**src/rtl/fetch_queue_pkg.sv**
```systemverilog
// fetch_queue_pkg: shared widths and the fetch entry record used by the
// fetch queue and the later IF/ID register.
`ifndef INSTRUCTION_SIZE
`define INSTRUCTION_SIZE 32
`endif
`ifndef DATA_SIZE
`define DATA_SIZE 32
`endif
package fetch_queue_pkg;
  localparam int INSTR_W = `INSTRUCTION_SIZE;
  localparam int DATA_W  = `DATA_SIZE;
  typedef struct packed {
    logic [INSTR_W-1:0] instruction;
    logic [DATA_W-1:0]  pc;
    logic               pred_taken;
  } fetch_entry_t;
  function automatic fetch_entry_t make_entry(input logic [INSTR_W-1:0] instruction,
                                              input logic [DATA_W-1:0] pc,
                                              input logic pred_taken);
    return '{instruction: instruction, pc: pc, pred_taken: pred_taken};
  endfunction
endpackage

```
**src/rtl/fetch_queue_if.sv**
```systemverilog
// fetch_queue_if: fetch-side and decoder-side handshakes of the fetch queue.
interface fetch_queue_if;
  import fetch_queue_pkg::*;
  logic               in_valid;
  logic               in_ready;
  logic [INSTR_W-1:0] in_instruction;
  logic [DATA_W-1:0]  in_pc;
  logic               in_pred_taken;
  logic               in_epoch;
  logic               out_valid;
  logic               out_ready;
  logic [INSTR_W-1:0] out_instruction;
  logic               out_branch_taken;
  logic [DATA_W-1:0]  out_pc;
  modport master (
    output in_valid, in_instruction, in_pc, in_pred_taken, in_epoch, out_ready,
    input  in_ready, out_valid, out_instruction, out_branch_taken, out_pc
  );
  modport slave (
    input  in_valid, in_instruction, in_pc, in_pred_taken, in_epoch, out_ready,
    output in_ready, out_valid, out_instruction, out_branch_taken, out_pc
  );
endinterface

```
**src/rtl/fq_storage.sv**
```systemverilog
// fq_storage: DEPTH-entry register array, one write port, one asynchronous read port.
module fq_storage
  import fetch_queue_pkg::*;
#(
  parameter int DEPTH = 4
) (
  input  logic                     clk,
  input  logic                     we,
  input  logic [$clog2(DEPTH)-1:0] waddr,
  input  fetch_entry_t             wdata,
  input  logic [$clog2(DEPTH)-1:0] raddr,
  output fetch_entry_t             rdata
);
  fetch_entry_t mem_q [DEPTH];
  fetch_entry_t mem_d [DEPTH];
  always_comb begin
    mem_d = mem_q;
    if (we) mem_d[waddr] = wdata;
  end
  always_ff @(posedge clk) mem_q <= mem_d;
  assign rdata = mem_q[raddr];
endmodule

```
**src/rtl/fetch_queue.sv**
```systemverilog
// fetch_queue: in-order instruction buffer between fetch and decode with
// flush and one-bit epoch filtering of stale I-cache responses.
module fetch_queue
  import fetch_queue_pkg::*;
#(
  parameter int DEPTH = 4
) (
  input  logic                   clk,
  input  logic                   reset_n,
  input  logic                   flush,
  fetch_queue_if.slave           fq,
  output logic                   cur_epoch,
  output logic [$clog2(DEPTH):0] count
);
  localparam int PTR_W = $clog2(DEPTH);
  localparam logic [PTR_W:0] FULL = (PTR_W+1)'(DEPTH);
  logic [PTR_W-1:0] wr_ptr_q, wr_ptr_d, rd_ptr_q, rd_ptr_d;
  logic [PTR_W:0]   count_q, count_d;
  logic             epoch_q, epoch_d, push, pop;
  fetch_entry_t     head;
  fq_storage #(.DEPTH(DEPTH)) u_storage (
    .clk   (clk),
    .we    (push),
    .waddr (wr_ptr_q),
    .wdata (make_entry(fq.in_instruction, fq.in_pc, fq.in_pred_taken)),
    .raddr (rd_ptr_q),
    .rdata (head)
  );
  // Stale-epoch words are still accepted (in_ready) but never written.
  always_comb begin
    fq.in_ready         = count_q != FULL;
    fq.out_valid        = count_q != '0;
    push                = fq.in_valid & fq.in_ready & (fq.in_epoch == epoch_q) & ~flush;
    pop                 = fq.out_valid & fq.out_ready & ~flush;
    wr_ptr_d            = push ? wr_ptr_q + 1'b1 : wr_ptr_q;
    rd_ptr_d            = flush ? wr_ptr_q : pop ? rd_ptr_q + 1'b1 : rd_ptr_q;
    count_d             = flush ? '0 : count_q + (PTR_W+1)'(push) - (PTR_W+1)'(pop);
    epoch_d             = epoch_q ^ flush;
    fq.out_instruction  = fq.out_valid ? head.instruction : '0;
    fq.out_pc           = fq.out_valid ? head.pc : '0;
    fq.out_branch_taken = fq.out_valid & head.pred_taken;
  end
  always_ff @(posedge clk or negedge reset_n) begin
    if (!reset_n) begin
      wr_ptr_q <= '0;
      rd_ptr_q <= '0;
      count_q  <= '0;
      epoch_q  <= 1'b0;
    end else begin
      wr_ptr_q <= wr_ptr_d;
      rd_ptr_q <= rd_ptr_d;
      count_q  <= count_d;
      epoch_q  <= epoch_d;
    end
  end
  assign cur_epoch = epoch_q;
  assign count     = count_q;
  a_no_push_full: assert property (@(posedge clk) disable iff (!reset_n) !(push && count_q == FULL));
  a_no_pop_empty: assert property (@(posedge clk) disable iff (!reset_n) !(pop && count_q == '0));
  a_count_bound:  assert property (@(posedge clk) disable iff (!reset_n) count_q <= FULL);
endmodule

```
**src/flat_wrapper.sv**
```systemverilog
// flat-port wrapper written by rule: the top's interface ports become plain ports
module fetch_queue_flat import fetch_queue_pkg::*;
#(
  parameter int DEPTH = 4
)
  (clk, reset_n, flush, cur_epoch, count, fq_in_valid, fq_in_instruction, fq_in_pc, fq_in_pred_taken, fq_in_epoch, fq_out_ready, fq_in_ready, fq_out_valid, fq_out_instruction, fq_out_branch_taken, fq_out_pc);
  fetch_queue_if fq_i ();
  input  logic clk;
  input  logic reset_n;
  input  logic flush;
  output logic cur_epoch;
  output logic [$clog2(DEPTH):0] count;
  input wire logic [$bits(fq_i.in_valid)-1:0] fq_in_valid;
  input wire logic [$bits(fq_i.in_instruction)-1:0] fq_in_instruction;
  input wire logic [$bits(fq_i.in_pc)-1:0] fq_in_pc;
  input wire logic [$bits(fq_i.in_pred_taken)-1:0] fq_in_pred_taken;
  input wire logic [$bits(fq_i.in_epoch)-1:0] fq_in_epoch;
  input wire logic [$bits(fq_i.out_ready)-1:0] fq_out_ready;
  output wire logic [$bits(fq_i.in_ready)-1:0] fq_in_ready;
  output wire logic [$bits(fq_i.out_valid)-1:0] fq_out_valid;
  output wire logic [$bits(fq_i.out_instruction)-1:0] fq_out_instruction;
  output wire logic [$bits(fq_i.out_branch_taken)-1:0] fq_out_branch_taken;
  output wire logic [$bits(fq_i.out_pc)-1:0] fq_out_pc;
  assign fq_i.in_valid = fq_in_valid;
  assign fq_i.in_instruction = fq_in_instruction;
  assign fq_i.in_pc = fq_in_pc;
  assign fq_i.in_pred_taken = fq_in_pred_taken;
  assign fq_i.in_epoch = fq_in_epoch;
  assign fq_i.out_ready = fq_out_ready;
  assign fq_in_ready = fq_i.in_ready;
  assign fq_out_valid = fq_i.out_valid;
  assign fq_out_instruction = fq_i.out_instruction;
  assign fq_out_branch_taken = fq_i.out_branch_taken;
  assign fq_out_pc = fq_i.out_pc;
  fetch_queue #(.DEPTH(DEPTH)) u_core (.clk(clk), .reset_n(reset_n), .flush(flush), .fq(fq_i), .cur_epoch(cur_epoch), .count(count));
endmodule
```
**config.mk**
```make
export PLATFORM = sky130hd
export DESIGN_NAME = fetch_queue_flat
export DESIGN_NICKNAME = d
export VERILOG_FILES = /design/src/rtl/fetch_queue_pkg.sv /design/src/rtl/fetch_queue_if.sv /design/src/rtl/fq_storage.sv /design/src/rtl/fetch_queue.sv /design/src/flat_wrapper.sv
export SDC_FILE = /design/constraint.sdc
export NUM_CORES = 1
export LEC_CHECK = 0
export BUFFER_PORTS_ARGS = -buffer_cell sky130_fd_sc_hd__buf_2
export CORE_AREA = 2 2 138 140
export DETAILED_ROUTE_END_ITERATION = 10
export DIE_AREA = 0 0 140 142
export GPL_TIMING_DRIVEN = 0
export PLACE_DENSITY = 0.79
export SETUP_SLACK_MARGIN = 0.15
export SLEW_MARGIN = 5
export SYNTH_ARGS = -nofsm -noshare
export SYNTH_HDL_FRONTEND = slang
export SYNTH_SLANG_ARGS = --single-unit
```
**constraint.sdc**
```tcl
create_clock -name clk -period 4.2 [get_ports clk]
set_clock_uncertainty 0.15 [all_clocks]
set_input_delay 0.84 -clock clk [delete_from_list [all_inputs] [get_ports clk]]
set_output_delay 0.84 -clock clk [all_outputs]
set_load 0.05 [all_outputs]
```
---- Word-level counts from Yosys, hierarchy flattened ----
Index checks and enable logic that the tools add are counted.
operators by class
  add/subtract/negate cells ............... 4
  $lt $le $gt $ge ......................... 3
  eq/ne operators ......................... 2
  mux-type cells .......................... 11
  bitwise operators ....................... 10
  reduce and logical (&&, ||, !) cells .... 3
operators by type and width
  kind                                                count
  bitwise mux 260 bit                                 1
  2-to-1 mux 65 bit                                   3
  binary-select mux 65 bit (select 2 bit)             1
  demux 65 bit (select 2 bit)                         1
  2-to-1 mux 32 bit                                   2
  AND 1 bit                                           6
  >= comparator 3 bit, second input constant          2
  inverter 2 -> 3 bit                                 2
  adder 2 x 1 -> 2 bit, second input constant         2
  2-to-1 mux 2 bit                                    2
  adder 3 x 1 -> 3 bit                                1
  < comparator 3 x 1 -> 1 bit, second input constant  1
  2-to-1 mux 3 bit                                    1
  inequality test 3 bit, second input constant        1
  nonzero test 3 bit                                  1
  subtractor 3 x 1 -> 3 bit                           1
  nonzero test 2 bit                                  1
  == test 1 bit                                       1
  logical AND 1 bit                                   1
  inverter 1 bit                                      1
  bitwise XOR 1 bit                                   1
word-level totals
  register bits after elaboration ......... 268
  output and inout port bits .............. 71
  word-level logic and storage cells ...... 49

---- Longest topological paths before layout ----
Gate-level depths: netlist of the first run.
  depth in word-level cells ............... 7
  depth in mapped cells ................... 10

---- Hierarchy ----
Synthesis of the first run repeated with hierarchy kept, for this count alone.
unflattened totals
  cell total of the unflattened synthesis .. 454
  area total of the unflattened synthesis .. 10366.2 um2
by module, submodules not included
  module       times used  cells each  area each (um2)  seq. area each (um2)
  fq_storage   1           343         9455.3           7807.5
  fetch_queue  1           111         910.9            200.2

---- Worst setup path before layout of the first run ----
No wires, ideal clock.
  path kind ............................... input -> register
  from .................................... input flush
  to ...................................... register u_core.u_storage.mem_q[0] (netlist name), enable pin
  setup time .............................. 430 ps
  data arrival time ....................... 3075 ps
  data required time ...................... 3620 ps
  setup slack ............................. 546 ps
  stages .................................. 3
  path buffers ............................ 1
  cells stage by stage .................... clkbuf_1 a2111oi_4 and2_1
between the ends
  word-level cells in the longest chain between the ends .. 2
RTL lines
  item                  RTL line            text
  from (decl)           flat_wrapper.sv:10  input logic flush;
  inverter 1 bit        fetch_queue.sv:33   push = fq.in_valid & fq.in_ready & (fq.in_epoch == epoch_q) & ~flush;
  AND 1 bit             fetch_queue.sv:33
  net u_core.push       fetch_queue.sv:19   logic epoch_q, epoch_d, push, pop;
  to (signal assigned)  fq_storage.sv:20    always_ff @(posedge clk) mem_q <= mem_d;
  to (decl)             fq_storage.sv:14    fetch_entry_t mem_q [DEPTH];
The timed path passes the listed nets, and every way through them passes these cells.
A chain may end at the register's enable or synchronous reset.

---- Final worst setup path of the first run ----
  from .................................... register u_core.count_q[1] (netlist: u_core.count[1])
  to ...................................... output fq_out_pc[4]
between the ends
  word-level cells in the longest chain between the ends .. 2
RTL lines
  item                    RTL line            text
  from (decl)             fetch_queue.sv:18   logic [PTR_W:0] count_q, count_d;
  from (signal assigned)  fetch_queue.sv:52   count_q <= count_d;
  nonzero test 3 bit      fetch_queue.sv:32   fq.out_valid = count_q != '0;
  2-to-1 mux 32 bit       fetch_queue.sv:40   fq.out_pc = fq.out_valid ? head.pc : '0;
  to (decl)               flat_wrapper.sv:23  output wire logic [$bits(fq_i.out_pc)-1:0] fq_out_pc;
Every way passes these cells.

==> summary.txt, run 1 <==
Status
  • Status: finished with violations
  • Failing checks: design-rule violations

Placed design
  • Gpl congestion: 0.7599
  • HPWL Detailed: 11.26 mm
  • Port Buffers: 140
  • DP Area: 11,480 um2

Floorplanning
  • Die height: 142 um
  • I/O pin cnt: 142
  • Rows: 50
  • Chip Width: 140 um
  • Die Area: 19,880 um2
  • Core area: 18,460 um2
  • Initial Util: 56.15%

STA
  • Crit path time final: 3.554 ns
  • Max_slew headroom: 57.42%
  • RSZ-0062 raised after global routing: false
  • Final Max Slew Viols: 0
  • Hold Fails Final Rpt: 0
  • Worst Tran Pin Value: 0.6388 ns
  • Final setup vio count: 0
  • F_max: 281.4 MHz
  • Tcrit/Tclk final: 84.61%

Cells and area
  • Fin nets: 711
  • Fraction of layout cells with a size suffix above 1: 39.97%
  • Area delta synth->final: 18.69%
  • Commonest non-fill, non-tap cell in the layout: edfxtp_1
  • Fin util: 66.64%
  • Commonest cells after routing, fill and taps aside: edfxtp_1 (260), buf_2 (147), and2_1 (66)
  • Post-route cell area: 12,300 um2

Route
  • Number of DRC markers in iteration 0: 325
  • Avg Vias per Cell: 5.511
  • Routed WL: 17.98 mm
  • Vias: 4,877
  • Final ANT Viol Nets: 0
  • First-pass iteration count of the detailed router: 7
  • Drc violations: 22
  • Routed length per instance: 20.32 um

Clocking
  • # hold bufs at CTS: 0
  • Max clock buf depth: 3
  • Clock slew at the register clock pins of the worst setup and hold paths: 0.06 ns
  • PostCTS Resize Cnt: 0
  • Worst skew pair latency: 0.51 ns
  • CTS H-tree depth: 1
  • Number of post-CTS setup repair buffers: 0
  • CTS sink cnt: 268
  • CTS tree: done
  • CTS Buf Count: 26
  • Root Buffer: clkbuf_16

Global routing
  • Global-route wire length before repair: 27.88 mm
  • Initial antenna violation count: 2
  • Largest net degree at the start of global routing: 43
  • Number of global-route vias before repair: 5,203
  • GRT Util Overall: 18.21%
  • Grt total ovfl: 0

Power
  • Switching part of the total: 37.80%
  • Cell Int Power: 5.761 mW
  • Sequential share of power: 35.1%
  • Clock share of power: 24.1%
  • Comb pwr share: 40.9%
  • Net Sw Power: 3.501 mW
  • Peak VDD IR: 0.4587 mV
  • Pleak: 4.345 nW
  • Tot Pwr: 9.262 mW
  • Pwr dens: 753.0 nW/um2

Setup path
  • CP arrival: 2.56 ns
  • Crit-path cells: or3_1 > clkbuf_1 > clkbuf_1 > and2_1 > buf_2
  • Crit Path Class: flip-flop to primary output
  • Critical Path RT: 3.21 ns
  • Max stage delay on crit path: 0.50 ns
  • Delay-heaviest family, CP: buffers and inverters
  • CP bufs+invs: 3
  • Worst Setup End Kind: primary output
  • Most common cell on crit path: clkbuf_1
  • Worst path slowest cell: dfrtp_1
  • CP Launch Type: flip-flop
  • Worst Path Max Fanout: 10

Logic synthesis
  • Post-synthesis sequential element count: 268
  • Netlist Area Pre-Place: 10,360 um2
  • Ys Warns: 0
  • Syn nets: 539
  • Seq/Total Area, Yosys: 77.28%
  • Unique masters post-synth: 25
  • Mapped Cells: 461
  • Synthesized area per cell: 22.48 um2

Run
  • MaxCap Viol Count: 0

Hold path
  • Hold crit path type: input port to async pin
## cells in the mapped netlist
cell type	n	area (um2)
a2111oi_4	1	27.53
and2_1	70	437.9
buf_12	4	80.08
buf_2	7	35.03
buf_4	1	7.510
buf_6	1	11.26
clkbuf_1	10	37.54
dfrtp_1	8	200.2
edfxtp_1	260	7807
fa_1	1	20.02
ha_1	6	75.07
inv_1	6	22.52
mux2_1	1	11.26
mux4_2	65	1464
nand2_1	3	11.26
nor2_1	3	11.26
nor2_2	1	6.260
nor2b_1	1	6.260
nor3_1	1	5.000
o21ai_0	2	10.01
o311ai_0	1	8.760
o31ai_1	1	7.510
or3_1	1	6.260
xnor2_1	1	8.760
xor2_1	5	43.79
## layer usage
metal  wire, um  vias up  track usage, %  share of wire (%)
met5          0        -               0                  0
li1           -     2217               -                  -
met2       9039      136           31.19                 50
met4        334        0           4.625                1.9
met3       1081       29           3.533                6.0
met1       7525     2495           24.65                 42
## worst register-to-register path, stage by stage (launching register included)
cell and delay (ns):
dfrtp_1 0.47, o31ai_1 0.42, nor2_1 0.08, ha_1 0.28, inv_1 0.06, ha_1 0.15, inv_1 0.06, fa_1 0.37
xor2_1 0.17, and2_1 0.18, nor3_1 0.12
## final cells by class
cell class | instances | area, um2
plain buffers | 23 | 171.4
inverters | 6 | 22.52
fillers | 1223 | 6156
well taps | 234 | 292.8
repair buffers | 144 | 810.8
clock inverters | 8 | 110.1
multi-input cells | 164 | 2171
diodes | 3 | 7.507
flip-flops and latches | 268 | 8008
clock buffers | 35 | 705.7
## state kept, by name (all words and copies together), names as in the netlist
signal / count
u_core.count: 3
u_core.rd_ptr_q: 2
u_core.cur_epoch: 1
u_core.u_storage.mem_q: 260
u_core.wr_ptr_q: 2
## per-stage QoR
stage          setup TNS [ns]  hold slack (ns)  setup WS, ns  std cells
2_1_floorplan               0           0.3572        0.5456        461
3_3_place_gp          -190.00           0.3412       -0.7364        835
3_5_place_dp                0           0.3648         1.122        839
4_1_cts                     0         0.004185        0.5759        882
5_1_grt                     0          0.01869        0.4594        883
6_report                    0          0.01625        0.6464        885
## logic make-up (layout without fill, tap and decap cells)
| group | count (synthesis) | in the layout | synth area share (%) |
|---|---|---|---|
| simple gates | 80 | 80 | 4.673 |
| buf+inv | 29 | 216 | 1.872 |
| compound gates | 5 | 5 | 0.5193 |
| fa+ha+maj | 7 | 7 | 0.9176 |
| xor+xnor | 6 | 6 | 0.5071 |
| mux | 66 | 66 | 14.24 |
| other cells | 0 | 3 | 0 |
| flops | 268 | 268 | 77.28 |
## power groups by stage
stage | Combinational (mW) | Clock (mW) | Sequential (mW)
after global routing | 4.02 | 2.38 | 3.26
after CTS | 3.86 | 2.28 | 3.25
after floorplan | 2.90 | 0 | 3.35
after global placement | 3.77 | 0 | 3.31
final | 3.79 | 2.23 | 3.25
after detailed placement | 3.85 | 0 | 3.30
## worst paths after layout
check | from | depth (start not counted) | endpoint | slack, ns
min in group clk | u_core.cur_epoch | 1 | u_core.cur_epoch | 0.36
worst min-delay path | reset_n | 1 | u_core.count[0] | 0.02
max in group asynchronous | reset_n | 1 | u_core.rd_ptr_q[1] | 3.71
worst max register to register | u_core.count[2] | 10 | u_core.count[2] | 1.63
worst max-delay path | u_core.count[1] | 5 | fq_out_pc[4] | 0.65
worst min register to register | u_core.cur_epoch | 1 | u_core.cur_epoch | 0.36
No activity file was read; power rests on OpenSTA's default activity.
==> inputs of run 2 (changes only) <==
--- a/config.mk
+++ b/config.mk
@@ -5,12 +5,13 @@
 export SDC_FILE = /design/constraint.sdc
 export NUM_CORES = 1
 export LEC_CHECK = 0
+export ABC_AREA = 1
 export BUFFER_PORTS_ARGS = -buffer_cell sky130_fd_sc_hd__buf_2
-export CORE_AREA = 2 2 138 140
+export CORE_AREA = 2 2 148 150
 export DETAILED_ROUTE_END_ITERATION = 10
-export DIE_AREA = 0 0 140 142
+export DIE_AREA = 0 0 150 152
 export GPL_TIMING_DRIVEN = 0
-export PLACE_DENSITY = 0.79
+export PLACE_DENSITY = 0.75
 export SETUP_SLACK_MARGIN = 0.15
 export SLEW_MARGIN = 5
 export SYNTH_ARGS = -nofsm -noshare
==> constraint.sdc (replaced) <==
create_clock -name clk -period 3.04 [get_ports clk]
set_clock_uncertainty 0.15 [all_clocks]
set_input_delay 0.608 -clock clk [delete_from_list [all_inputs] [get_ports clk]]
set_output_delay 0.608 -clock clk [all_outputs]
set_load 0.05 [all_outputs]
==> run 2 against run 1 <==
The flow now finishes without violations. Synthesized cell count is 96% higher. Flip-flop and latch count stayed put. First-iteration DRC count is 56% higher. Global-route usage is 2.9 points higher. Routed wire length is 36% higher. Total power is 54% higher. Clock power is 43% higher. Synthesized area is 4.1% higher. Non-clock buffer count is 34 higher. Cell area is 8.7% higher. Sequential share of layout area is 5.2 points lower. Highest routed layer is now met5.
==> summary.txt, run 2 <==
Status
  • Status: finished, final reports clean

Cells and area
  • Commonest non-fill, non-tap cell in the layout: nand2_1
  • Multi-input gate area: 2596 um2 (+20%)
  • Final-layout fill cell count: 1,606 (+31%)
  • Area delta synth->final: 23.92%
  • Fin nets: 1,162 (+63%)
  • Non-Filler Instances: 1,386 (+57%)
  • Register area: 8009 um2 (about the same)
  • Commonest cells after routing, fill and taps aside: nand2_1 (281), edfxtp_1 (260), nor2_1 (139)
  • Largest reg by FF count: u_core.u_storage.mem_q
  • Number of flip-flops in the largest register: 260 (unchanged)
  • Fraction of layout cells with a size suffix above 1: 26.38% (-14 points)

Global routing
  • Grt total ovfl: 0 (unchanged)
  • Largest net degree at the start of global routing: 29 (-33%)
  • Global-route wire length before repair: 37.15 mm (+33%)
  • Number of global-route vias before repair: 7,067 (+36%)
  • GRT Util Overall: 21.08% (+2.9 points)
  • Initial antenna violation count: 4 (+2)

Clocking
  • Max clock buf depth: 3 (unchanged)
  • Clock slew at the register clock pins of the worst setup and hold paths: 0.06 ns (about the same)
  • Root Buffer: clkbuf_16
  • CTS Buf Count: 27 (+3.8%)
  • CTS tree: done
  • CTS H-tree depth: 1 (unchanged)
  • CTS sink cnt: 268 (unchanged)
  • Worst skew pair latency: 0.52 ns (about the same)

Power
  • Comb pwr share: 46.5% (+5.6 points)
  • Switching part of the total: 42.87% (+5.1 points)
  • Net Sw Power: 6.127 mW (+75%)
  • Sequential share of power: 31.2% (-3.9 points)
  • Pwr dens: 1069 nW/um2 (+42%)
  • Pleak: 5.212 nW (+20%)
  • Peak VDD IR: 0.9669 mV (+110%)
  • Clock share of power: 22.3% (-1.8 points)
  • Cell Int Power: 8.166 mW (+42%)

Setup path
  • Critical Path RT: 2.28 ns (-0.93 ns)
  • Worst Setup End Kind: primary output
  • Crit Path Class: flip-flop to primary output
  • CP Launch Type: flip-flop
  • Reg2reg path depth: 5 (-5)
  • CP arrival: 2.05 ns (-0.51 ns)
  • Worst Path Max Fanout: 10 (unchanged)

Logic synthesis
  • Synthesized area per cell: 11.92 um2 (-47%)
  • Number of synthesized flops with an enable pin: 260 (unchanged)
  • Most frequent cells after synthesis: nand2_1 (281), edfxtp_1 (260), nor2_1 (143), a21oi_1 (65), o21ai_0 (58)
  • Mapped Cells: 905 (+96%)
  • Syn nets: 983 (+82%)
  • Largest cells by area after synthesis: edfxtp_1 (72%), nand2_1 (9.8%), nor2_1 (5.0%)
  • Netlist Area Pre-Place: 10,790 um2 (+4.1%)
  • Asr flop ratio synth: 2.985% (unchanged)
  • Synth Flop Type: edfxtp_1
  • Seq/Total Area, Yosys: 74.22% (-3.1 points)
  • Cell taking the most area after synthesis: edfxtp_1
  • Post-synthesis sequential element count: 268 (unchanged)
  • Unique masters post-synth: 20 (-20%)
  • Ys Warns: 0 (unchanged)
  • Most frequent cell after synthesis: nand2_1
  • Top cell type's share of synthesized area: 72.36% (-3.0 points)

STA
  • Final setup vio count: 0 (unchanged)
  • Worst Tran Pin Value: 0.9314 ns (+0.2927 ns)
  • Final Max Slew Viols: 0 (unchanged)
  • RSZ-0062 raised after global routing: true
  • Hold Fails Final Rpt: 0 (unchanged)
  • F_max: 355.6 MHz
  • Max_slew headroom: 37.76% (-20 points)
  • Tcrit/Tclk final: 92.50%
  • Crit path time final: 2.812 ns
  • TNS Setup: 0 ns (unchanged)

Route
  • Routed length per instance: 17.64 um (-13%)
  • First-pass iteration count of the detailed router: 4 (-3)
  • Vias: 7,212 (+48%)
  • Drc violations: 0 (-100%)
  • Routed WL: 24.45 mm (+36%)
  • Final ANT Viol Nets: 0 (unchanged)
  • Number of DRC markers in iteration 0: 506 (+56%)
  • Avg Vias per Cell: 5.203 (-5.6%)

Run
  • MaxCap Viol Count: 0 (unchanged)

Floorplanning
  • Initial Util: 50.53% (-5.6 points)
  • Die Area: 22,800 um2 (+15%)
  • Die height: 152 um (+7.0%)
  • Rows: 54 (+8.0%)
  • I/O pin cnt: 142 (unchanged)
  • Core area: 21,350 um2 (+16%)
  • Chip Width: 150 um (+7.1%)

Placed design
  • HPWL Detailed: 15.04 mm (+34%)
  • Dpl cells: 1,333 (+59%)
  • Port Buffers: 140 (unchanged)
  • Gpl congestion: 0.7365 (-3.1%)

Hold path
  • WHS Path Cells: 1
  • Hold crit path type: input port to flip-flop
==> run 2: cell types whose count changed after synthesis, moves of 3 or more <==
cell     change
buf_6       +10
buf_12       -4
o21ai_1      +8
inv_1        +7
mux4_2      -65
o21ai_0     +56
buf_2       +16
and2_1      -70
buf_4        +4
nand2_1    +278
nor2_1     +140
xor2_1       -3
nand3_1      +3
a21oi_1     +65
==> run 2: logic make-up after synthesis <==
group / count (synthesis) / share of synthesized area [%]
adder cells (fa/ha/maj): 7 / 0.8814
AO/OA/AOI/OAI: 131 / 6.077
XOR/XNOR: 2 / 0.1624
flip-flops: 268 / 74.22
AND/OR/NAND/NOR: 430 / 15.10
buffers and inverters: 67 / 3.560
==> run 2: metal layers <==
layer  vias up  global-route usage, %  routed length (um)
met5         -                      0                  16
met4         2                  5.481                 539
met3        43                  3.694                1596
met2       256                  36.07               12420
met1      3451                  27.98                9870
li1       3460                      -                   -
==> run 2: cell type report <==
| class | instances | share of cell area [%] |
|---|---|---|
| Buffer | 51 | 3.098 |
| Clock buffer | 30 | 5.138 |
| Tap cell | 280 | 2.620 |
| Antenna cell | 3 | 0.05615 |
| Inverter | 16 | 0.4866 |
| Timing Repair Buffer | 150 | 8.095 |
| Sequential cell | 268 | 59.90 |
| Clock inverter | 18 | 1.188 |
| Multi-Input combinational cell | 570 | 19.42 |
==> run 2: worst max-delay path, stage by stage (launching register included) <==
cell	delay, ns
dfrtp_1	0.38
buf_6	0.15
inv_4	0.09
buf_12	0.15
buf_6	0.15
nand2_1	0.06
nand2_1	0.05
nand2_1	0.06
a21oi_2	0.19
buf_4	0.23
==> run 2: metrics by stage <==
step	total power, mW	instance area (um2)	hold WS (ns)	setup slack [ns]	utilization (%)
floorplan	8.897	10900	0.1624	-0.07343	-
global placement	10.40	11950	0.3093	-0.6853	55.95
detailed placement	10.52	12130	0.3146	0.06111	56.81
CTS	13.98	13130	0.1223	0.1502	61.50
global route	15.02	13370	0.1349	0.1346	62.61
finish	14.29	13370	0.1440	0.2280	62.62
==> run 2: final timing paths <==
kind | start | to | slack (ns)
setup / recovery | u_core.rd_ptr_q[0] | fq_out_pc[29] | 0.23
hold / removal | fq_in_instruction[15] | u_core.u_storage.mem_q[243] | 0.14
setup reg to reg | u_core.cur_epoch | u_core.u_storage.mem_q[86] | 0.53
hold reg to reg | u_core.cur_epoch | u_core.cur_epoch | 0.39
max in group asynchronous | reset_n | u_core.count[1] | 2.24
min in group asynchronous | reset_n | u_core.cur_epoch | 0.31
==> run 2: power groups by stage <==
stage                     Combinational [mW]  Clock [mW]  Sequential (mW)
after global placement                  5.86           0             4.54
after global routing                    7.16        3.38             4.48
after CTS                               6.30        3.22             4.46
after floorplan                         4.30           0             4.60
final                                   6.64        3.19             4.46
after detailed placement                5.98           0             4.54
==> run 2: what timing repair did <==
item | 4_1_cts | 5_1_grt
endpoints found under the hold margin | 8 | 0
buffers inserted | 0 | 1
resized for setup | 60 | 97
pin swaps | 0 | 4
endpoints found under the setup margin | 65 | 65
hold buffers | 1 | 0
==> inputs of run 3 (changes only) <==
--- a/config.mk
+++ b/config.mk
@@ -5,13 +5,12 @@
 export SDC_FILE = /design/constraint.sdc
 export NUM_CORES = 1
 export LEC_CHECK = 0
-export ABC_AREA = 1
 export BUFFER_PORTS_ARGS = -buffer_cell sky130_fd_sc_hd__buf_2
-export CORE_AREA = 2 2 148 150
+export CORE_AREA = 2 2 146 148
 export DETAILED_ROUTE_END_ITERATION = 10
-export DIE_AREA = 0 0 150 152
+export DIE_AREA = 0 0 148 150
 export GPL_TIMING_DRIVEN = 0
-export PLACE_DENSITY = 0.75
+export PLACE_DENSITY = 0.74
 export SETUP_SLACK_MARGIN = 0.15
 export SLEW_MARGIN = 5
 export SYNTH_ARGS = -nofsm -noshare
==> run 3 against run 2 <==
Via count is 30% lower. Critical endpoint is now fq_out_instruction[0]. Register-to-register slack got worse by 0.12 ns. Utilization rose by 0.16 points. Maximum frequency decreased by 3.7%. Final cell count decreased by 32%. Largest cell class unchanged. Global-route usage decreased by 4.0 points. Highest routed layer is now met4. Sequential share of layout area up 1.8 points. Die area is 2.6% lower. Total power fell by 2.0%. Flip-flop and latch count stayed put. Cell area is 2.9% lower.
==> summary.txt, run 3 (synthesis results as in run 1) <==
Status
  • Status: finished, final reports clean

Power
  • Switching part of the total: 36.83% (-6.0 points)
  • Sequential share of power: 32.0% (+0.8 points)
  • Net Sw Power: 5.158 mW (-16%)
  • Peak VDD IR: 0.6999 mV (-28%)
  • Pwr dens: 1078 nW/um2 (+0.86%)
  • Cell Int Power: 8.846 mW (+8.3%)
  • Clock share of power: 21.2% (-1.1 points)
  • Pleak: 4.593 nW (-12%)
  • Tot Pwr: 14.00 mW (-2.0%)
  • Comb pwr share: 46.7% (+0.2 points)

STA
  • Crit path time final: 2.920 ns (+0.1083 ns)
  • F_max: 342.4 MHz (-3.7%)
  • Tcrit/Tclk final: 96.06% (+3.6 points)
  • RSZ-0062 raised after global routing: true
  • Final Max Slew Viols: 0 (unchanged)
  • Max_slew headroom: 63.21% (+25 points)
  • Setup WS post-layout: 0.1197 ns (-0.1083 ns)
  • Hold Fails Final Rpt: 0 (unchanged)
  • Worst Tran Pin Value: 0.5518 ns (-0.3796 ns)
  • Final setup vio count: 0 (unchanged)

Route
  • Routed WL: 19.52 mm (-20%)
  • Routed length per instance: 20.72 um (+17%)
  • First-pass iteration count of the detailed router: 5 (+1)
  • Final ANT Viol Nets: 0 (unchanged)
  • Vias: 5,055 (-30%)
  • Drc violations: 0 (unchanged)
  • Number of DRC markers in iteration 0: 211 (-58%)
  • Avg Vias per Cell: 5.366 (+3.1%)

Clocking
  • CTS Buf Count: 27 (unchanged)
  • CTS H-tree depth: 1 (unchanged)
  • Clock slew at the register clock pins of the worst setup and hold paths: 0.06 ns (about the same)
  • CTS tree: done
  • Root Buffer: clkbuf_16
  • CTS sink cnt: 268 (unchanged)
  • Max clock buf depth: 3 (unchanged)
  • Worst skew pair latency: 0.52 ns (about the same)

Cells and area
  • Fin nets: 726 (-38%)
  • Largest reg by FF count: u_core.u_storage.mem_q
  • Fraction of layout cells with a size suffix above 1: 47.82% (+21 points)
  • Commonest non-fill, non-tap cell in the layout: edfxtp_1
  • Final-layout fill cell count: 1,459 (-9.2%)
  • Commonest cells after routing, fill and taps aside: edfxtp_1 (260), buf_2 (104), mux4_2 (65)
  • Multi-input gate area: 2256 um2 (-13%)
  • Area delta synth->final: 25.34%
  • Register area: 8011 um2 (about the same)
  • Number of flip-flops in the largest register: 260 (unchanged)

Run
  • MaxCap Viol Count: 0 (unchanged)

Placed design
  • Gpl congestion: 0.7775 (+5.6%)
  • Port Buffers: 140 (unchanged)
  • HPWL Detailed: 11.94 mm (-21%)
  • Placement Setup Slack: 0.1472 ns (+0.08608 ns)

Setup path
  • CP arrival: 2.16 ns (+0.11 ns)
  • Critical Path RT: 2.28 ns (about the same)
  • Crit Path Class: flip-flop to primary output
  • Worst path slowest cell: mux4_2
  • Max stage delay on crit path: 0.52 ns (+0.14 ns)
  • Worst Path Max Fanout: 6 (-4)
  • Crit-path cells: buf_6 > buf_12 > clkbuf_16 > mux4_2 > and2_4 > buf_8
  • Reg2reg path depth: 11 (+6)
  • CP Launch Type: flip-flop
  • Worst R2R End: u_core.count[2]
  • Crit. Startpoint: u_core.rd_ptr_q[0]
  • FF-to-FF setup slack: 0.41 ns (-0.12 ns)
  • Worst Setup End Kind: primary output
  • Reg-to-Reg Start: u_core.count[2]
  • CP endpoint: fq_out_instruction[0]

Floorplanning
  • Initial Util: 50.08% (-0.45 points)
  • Chip Width: 148 um (-1.3%)
  • Rows: 53 (-1.9%)
  • Die height: 150 um (-1.3%)
  • I/O pin cnt: 142 (unchanged)
  • Die Area: 22,200 um2 (-2.6%)
  • Core area: 20,690 um2 (-3.1%)

Global routing
  • Largest net degree at the start of global routing: 42 (+45%)
  • Global-route wire length before repair: 28.99 mm (-22%)
  • GRT Util Overall: 17.08% (-4.0 points)
  • Grt total ovfl: 0 (unchanged)
  • Initial antenna violation count: 1 (-3)
  • Number of global-route vias before repair: 5,445 (-23%)

Hold path
  • Hold crit path type: input port to flip-flop
run 3: cell count changes in the layout (fill, tap and decap cells not counted), sizes merged, moves of 3 or more:
cell | before | now
nor2 | 143 | 4
buf | 173 | 166
xor2 | 2 | 5
clkbuf | 57 | 47
a21oi | 65 | 0
and2 | 0 | 70
nand3 | 4 | 0
o21ai | 66 | 2
mux4 | 0 | 65
inv | 17 | 8
clkinv | 14 | 10
nand2 | 281 | 3
run 3: power by group through the flow:
stage | clock network [mW] | registers (mW) | logic (mW)
3_3_place_gp | 0 | 4.56 | 5.24
4_1_cts | 3.05 | 4.49 | 5.80
2_1_floorplan | 0 | 4.61 | 4.01
3_5_place_dp | 0 | 4.57 | 5.35
6_report | 2.97 | 4.48 | 6.55
5_1_grt | 3.20 | 4.51 | 6.89
run 3: worst min-delay path by stage:
stage / to / slack, ns / start / cells past startpoint
global route: u_core.u_storage.mem_q[14] / 0.13 / fq_in_pc[13] / 1
floorplan: u_core.count[0] / 0.16 / reset_n / 0
detailed placement: u_core.cur_epoch / 0.31 / reset_n / 1
finish: u_core.u_storage.mem_q[151] / 0.15 / fq_in_pc[20] / 1
CTS: u_core.u_storage.mem_q[218] / 0.13 / fq_in_pc[22] / 1
global placement: u_core.cur_epoch / 0.30 / reset_n / 1
run 3: stage by stage:
stage                     utilization (%)  area (um2)  hold slack [ns]  setup TNS, ns  instances
after floorplan                         -       10370           0.1624              0        461
after global placement              55.16       11410           0.3013        -115.94        876
after detailed placement            55.71       11530           0.3123              0        880
after CTS                           60.76       12570           0.1254              0        933
after global routing                62.77       12990           0.1344              0        941
final                               62.78       12990           0.1454              0        942
run 3: worst max-delay path, delay by kind of cell, from the launching register on:
family	cells	cell delay [ns]
DFF	1	0.35
buffers and inverters	4	0.61
muxes	1	0.52
and+or+nand+nor	1	0.16
run 3: area by class of cell:
type                       instances  share of cell area, %
clock buffer                      33                  5.375
tap                              275                  2.649
clock inverter                    13                 0.7225
timing repair buffer             158                  10.24
inverter                           6                 0.1734
antenna                            2                0.03853
multi-input combinational        164                  17.37
sequential                       268                  61.68
buffer                            23                  1.753
run 3: timing repair:
item                                    in CTS  in global routing
gates resized for setup                     71                 87
endpoints found under the hold margin        8                  0
pin swaps                                    0                 23
setup buffers                                6                  3
endpoints found under the setup margin      65                 65
gates cloned                                 0                  4
hold buffers                                 1                  0
run 3: routing by layer:
| metal | GRT usage [%] | vias to the layer above | wire length, um | share of wire (%) |
|---|---|---|---|---|
| li1 | - | 2246 | - | - |
| met1 | 21.96 | 2633 | 8023 | 41 |
| met2 | 29.91 | 140 | 10110 | 52 |
| met3 | 3.354 | 36 | 978 | 5.0 |
| met4 | 4.905 | 0 | 403 | 2.1 |
| met5 | 0 | - | 0 | 0 |
